--- src/rtl/rca_accum_ctrl.sv ---
// Sequencer that feeds an external ripple-carry adder to accumulate N_SAMPLES
// 16-bit samples into a 20-bit sum, holding operands SETTLE cycles per add.
module rca_accum_ctrl #(
  parameter int N_SAMPLES = 16,
  parameter int SETTLE    = 2
) (
  input  logic        clk,
  input  logic        rst_n,
  input  logic        start,
  input  logic        in_valid,
  input  logic [15:0] in_data,
  output logic        in_ready,
  output logic [15:0] add_a,
  output logic [19:0] add_b,
  output logic        add_cin,
  input  logic [19:0] add_s,
  output logic        busy,
  output logic        done,
  output logic [19:0] sum
);

  localparam int SW = (SETTLE > 1) ? $clog2(SETTLE) : 1;

  typedef enum logic [1:0] {IDLE, WAIT_IN, ADD, DONE} state_t;

  state_t        state;
  logic [15:0]   operand;
  logic [19:0]   acc;
  logic [4:0]    count;
  logic [SW-1:0] settle;

  assign add_a   = operand;
  assign add_b   = acc;
  assign add_cin = 1'b0;

  // add_s is only trusted on the last settle cycle; the ripple path is multicycle.
  always_ff @(posedge clk or negedge rst_n) begin
    if (!rst_n) begin
      state    <= IDLE;
      operand  <= '0;
      acc      <= '0;
      count    <= '0;
      settle   <= '0;
      sum      <= '0;
      in_ready <= 1'b0;
      busy     <= 1'b0;
      done     <= 1'b0;
    end else begin
      done <= 1'b0;
      case (state)
        IDLE: begin
          if (start) begin
            acc      <= '0;
            count    <= '0;
            in_ready <= 1'b1;
            busy     <= 1'b1;
            state    <= WAIT_IN;
          end
        end
        WAIT_IN: begin
          if (in_valid) begin
            operand  <= in_data;
            settle   <= '0;
            in_ready <= 1'b0;
            state    <= ADD;
          end
        end
        ADD: begin
          if (settle == SW'(SETTLE - 1)) begin
            acc   <= add_s;
            count <= count + 5'd1;
            if (count == 5'(N_SAMPLES - 1)) begin
              sum   <= add_s;
              done  <= 1'b1;
              busy  <= 1'b0;
              state <= DONE;
            end else begin
              in_ready <= 1'b1;
              state    <= WAIT_IN;
            end
          end else begin
            settle <= settle + 1'b1;
          end
        end
        DONE: begin
          state <= IDLE;
        end
        default: state <= IDLE;
      endcase
    end
  end

endmodule

--- config.mk ---
export PLATFORM = sky130hd
export DESIGN_NAME = rca_accum_ctrl
export DESIGN_NICKNAME = d
export VERILOG_FILES = /design/src/rtl/rca_accum_ctrl.sv
export SDC_FILE = /design/constraint.sdc
export NUM_CORES = 1
export LEC_CHECK = 0
export CAP_MARGIN = 30
export CORE_MARGIN = 3
export CORE_UTILIZATION = 45
export DETAILED_ROUTE_END_ITERATION = 12
export DONT_BUFFER_PORTS = 1
export SLEW_MARGIN = 30
export SYNTH_ARGS = -nofsm -noshare
export SYNTH_HDL_FRONTEND = slang
export SYNTH_SLANG_ARGS = --single-unit
--- constraint.sdc ---
create_clock -name clk -period 3.2 [get_ports clk]
set_input_delay 0.64 -clock clk [delete_from_list [all_inputs] [get_ports clk]]
set_output_delay 0.64 -clock clk [all_outputs]
set_load 0.1 [all_outputs]
==> run_summary.xml <==
<?xml version="1.0" encoding="UTF-8"?>
<metrics>
  <group name="run_status">
    <metric name="status" unit="">finished clean</metric>
  </group>
  <group name="global_routing">
    <metric name="grt_start_max_net_pins" unit="">68</metric>
    <metric name="number_of_global_route_vias_before_repair" unit="">1645</metric>
    <metric name="grt_first_pass_wirelength" unit="µm">7970</metric>
    <metric name="globalRouteOverflowTotal" unit="">0</metric>
    <metric name="antenna_found_initial" unit="">0</metric>
    <metric name="grt_util_all_layers" unit="%">16.3</metric>
  </group>
  <group name="synthesis">
    <metric name="synth.yosys.seq_area_share" unit="%">63.8</metric>
    <metric name="synth.lib_cells_used.distinct" unit="">26</metric>
    <metric name="ys_seq_elements" unit="">67</metric>
    <metric name="ys.warnings.count" unit="">0</metric>
    <metric name="synth_fa_ha_area_share" unit="%">1.43</metric>
    <metric name="syn-mean-instance-area" unit="µm²">15.0</metric>
    <metric name="netlist_area" unit="µm²">2630</metric>
    <metric name="synth_xor_area_share" unit="%">0</metric>
    <metric name="synth.mux.area_fraction" unit="%">17.8</metric>
    <metric name="synth_simple_gate_area_share" unit="%">2.62</metric>
    <metric name="synth.net_count" unit="">218</metric>
    <metric name="post_synth_inst_count" unit="">175</metric>
    <metric name="synth_top_family_by_area" unit="">multiplexers</metric>
    <metric name="synth_area_in_compound_gates" unit="%">10.5</metric>
  </group>
  <group name="worst_setup_path">
    <metric name="worstPathMaxFanout" unit="">2</metric>
    <metric name="worst-r2r-setup-slack" unit="ps">1310</metric>
    <metric name="critPathCaptureType" unit="">output port</metric>
    <metric name="timing.setup.critical_path_class" unit="">register to output port</metric>
    <metric name="critPathRequiredTime" unit="ps">2560</metric>
    <metric name="arrival" unit="ps">1280</metric>
    <metric name="worstSetupStartpointType" unit="">register</metric>
  </group>
  <group name="sta">
    <metric name="timing.max_slew.rel_slack" unit="%">38.2</metric>
    <metric name="period_minus_slack" unit="ps">1920</metric>
    <metric name="achievable-frequency" unit="MHz">522</metric>
    <metric name="layout_worst_path_cycle_share" unit="%">59.9</metric>
    <metric name="slew_violations" unit="">0</metric>
    <metric name="setup_slack" unit="ps">1280</metric>
    <metric name="worst_pin_slew" unit="ps">927</metric>
    <metric name="grt_setup_unrepaired" unit="">false</metric>
    <metric name="hold_violation_total_from_the_final_report" unit="">0</metric>
    <metric name="totalNegativeSetupSlack" unit="ps">0</metric>
    <metric name="finalSetupViolations" unit="">0</metric>
    <metric name="skew" unit="ps">4.04</metric>
    <metric name="hold-worst-slack" unit="ps">193</metric>
  </group>
  <group name="routing">
    <metric name="drtAntennaViolNets" unit="">0</metric>
    <metric name="detail_route.vias_per_cell" unit="">5.71</metric>
    <metric name="avgRoutedWirePerCell" unit="µm">20.4</metric>
    <metric name="remaining_drc_errors" unit="">0</metric>
    <metric name="vias" unit="">1444</metric>
    <metric name="initialDrtViolationCount" unit="">47</metric>
    <metric name="first_pass_detailed_route_iteration_total" unit="">4</metric>
    <metric name="route.final.wire_length" unit="µm">5150</metric>
  </group>
  <group name="floorplanning">
    <metric name="floorplan.initialDensity" unit="%">47.2</metric>
    <metric name="die_width" unit="µm">82.4</metric>
    <metric name="fp.dieH" unit="µm">82.4</metric>
    <metric name="core" unit="µm²">5570</metric>
    <metric name="rows" unit="">27</metric>
    <metric name="floorplan.io_pins" unit="">100</metric>
    <metric name="floorplan.die_area" unit="µm²">6790</metric>
  </group>
  <group name="placement">
    <metric name="globalplace.congestion" unit="">0.672</metric>
    <metric name="numPortBuffers" unit="">0</metric>
    <metric name="dpl.hpwl" unit="µm">3460</metric>
    <metric name="place_worst_setup_slack" unit="ps">1270</metric>
  </group>
  <group name="layout">
    <metric name="final_net_count" unit="">220</metric>
    <metric name="layout-drive-gt1-share" unit="%">32.6</metric>
    <metric name="layout_common_cells" unit="">67 x sky130_fd_sc_hd__dfrtp_1, 31 x sky130_fd_sc_hd__mux2_2, 24 x sky130_fd_sc_hd__a22o_1</metric>
    <metric name="final_common_cell" unit="">sky130_fd_sc_hd__dfrtp_1</metric>
    <metric name="antenna_cells" unit="">0</metric>
    <metric name="postLayoutCoreUtil" unit="%">51.3</metric>
    <metric name="syn2layout_area_growth" unit="%">8.76</metric>
  </group>
  <group name="clocking">
    <metric name="clock_tree_from_tritoncts" unit="">done</metric>
    <metric name="root_buffer_cell" unit="">sky130_fd_sc_hd__clkbuf_8</metric>
    <metric name="htreeDepth" unit="">3</metric>
    <metric name="cts_sinks" unit="">67</metric>
    <metric name="count_of_cells_resized_by_post_cts_repair" unit="">0</metric>
    <metric name="tritoncts_buffer_count" unit="">9</metric>
    <metric name="clock_insertion_delay_worst_skew" unit="ps">320</metric>
    <metric name="ctsLongestPathBuffers" unit="">2</metric>
    <metric name="clk_transition_reported_paths" unit="ps">70</metric>
  </group>
  <group name="worst_hold_path">
    <metric name="hp-class" unit="">input pin to async pin</metric>
  </group>
  <group name="flow_run">
    <metric name="drv_cap" unit="">0</metric>
  </group>
</metrics>
through the flow:
step / instances / cell area, µm²
3_5_place_dp: 237 / 2650
4_1_cts: 253 / 2860
3_3_place_gp: 237 / 2650
5_1_grt: 253 / 2860
6_report: 253 / 2860
2_1_floorplan: 175 / 2630
state kept, by name (all words and copies together), names as in the netlist:
| name | flops |
|---|---|
| add_b | 20 |
| sum | 20 |
| add_a | 16 |
| count | 5 |
| state | 2 |
| busy | 1 |
| done | 1 |
| in_ready | 1 |
| settle | 1 |
worst paths after layout:
check / end / from / cells past startpoint
setup / recovery: add_b[2] / add_b[2]$_DFFE_PN0P_ / 0
hold / removal: add_a[14]$_DFFE_PN0P_ / rst_n / 1
setup reg to reg: sum[8]$_DFFE_PN0P_ / count[0]$_DFFE_PN0P_ / 6
hold reg to reg: count[4]$_DFFE_PN0P_ / count[4]$_DFFE_PN0P_ / 1
max in group asynchronous: count[3]$_DFFE_PN0P_ / rst_n / 1
min in group clk: state[0]$_DFFE_PN0P_ / in_valid / 1
layout make-up:
cell class,count,area (µm²)
fill,489,2720
tap,72,90.1
sequential,67,1680
clock inverter,2,10.0
clock buffer,13,169
multi-input combinational,91,856
timing repair buffer,2,35.0
inverter,6,22.5
cell families (layout without fill, tap and decap cells):
group                    Yosys count  after routing
multiplexers                      39             39
buffers and inverters             17             23
other                              1              1
AO/OA/AOI/OAI                     35             35
flip-flops                        67             67
adder cells (fa/ha/maj)            3              3
AND/OR/NAND/NOR                   13             13
synth_stat cells:
library cell,count,share of area [%]
sky130_fd_sc_hd__inv_2,1,0.14
sky130_fd_sc_hd__o21ai_0,5,0.95
sky130_fd_sc_hd__nand2b_1,1,0.24
sky130_fd_sc_hd__mux2_2,31,13
sky130_fd_sc_hd__o31ai_1,1,0.29
sky130_fd_sc_hd__buf_12,1,0.76
sky130_fd_sc_hd__nor2_1,3,0.43
sky130_fd_sc_hd__and3_1,1,0.24
sky130_fd_sc_hd__buf_6,1,0.43
sky130_fd_sc_hd__buf_4,1,0.29
sky130_fd_sc_hd__conb_1,1,0.14
sky130_fd_sc_hd__buf_2,4,0.76
sky130_fd_sc_hd__a22o_2,1,0.38
sky130_fd_sc_hd__inv_1,5,0.71
sky130_fd_sc_hd__nand2_1,4,0.57
sky130_fd_sc_hd__nand4_1,1,0.24
sky130_fd_sc_hd__ha_1,3,1.4
sky130_fd_sc_hd__a21oi_1,3,0.57
sky130_fd_sc_hd__dfrtp_1,67,64
sky130_fd_sc_hd__a21o_2,1,0.33
sky130_fd_sc_hd__clkbuf_1,4,0.57
sky130_fd_sc_hd__mux2_4,8,4.6
sky130_fd_sc_hd__a22o_1,24,8.0
sky130_fd_sc_hd__nand3b_1,1,0.29
sky130_fd_sc_hd__and3b_2,1,0.38
sky130_fd_sc_hd__or3_1,1,0.24
worst reg2reg max path: stages, from the launching register on:
cell and delay, ps:
sky130_fd_sc_hd__dfrtp_1 400, sky130_fd_sc_hd__ha_1 230, sky130_fd_sc_hd__and3_1 220, sky130_fd_sc_hd__ha_1 200
sky130_fd_sc_hd__nand2_1 60, sky130_fd_sc_hd__buf_4 300, sky130_fd_sc_hd__mux2_2 380
routing by layer:
| metal | wire [µm] | global-route usage (%) | part of all wire, % | up-vias |
|---|---|---|---|---|
| li1 | - | - | - | 631 |
| met1 | 2030 | 18.4 | 39 | 741 |
| met2 | 2580 | 26.1 | 50 | 67 |
| met3 | 503 | 6.51 | 9.8 | 5 |
| met4 | 45 | 8.97 | 0.87 | 0 |
| met5 | 0 | 0 | 0 | - |
timing repair:
| action | CTS | global route |
|---|---|---|
| buffers inserted | 0 | 0 |
| hold buffers | 1 | 0 |
| endpoints found under the setup margin | 0 | 0 |
| hold endpoints to repair | 67 | 0 |
Power is not shown: default switching activity piles up to over one toggle a cycle in this logic, so the estimate is an artifact.
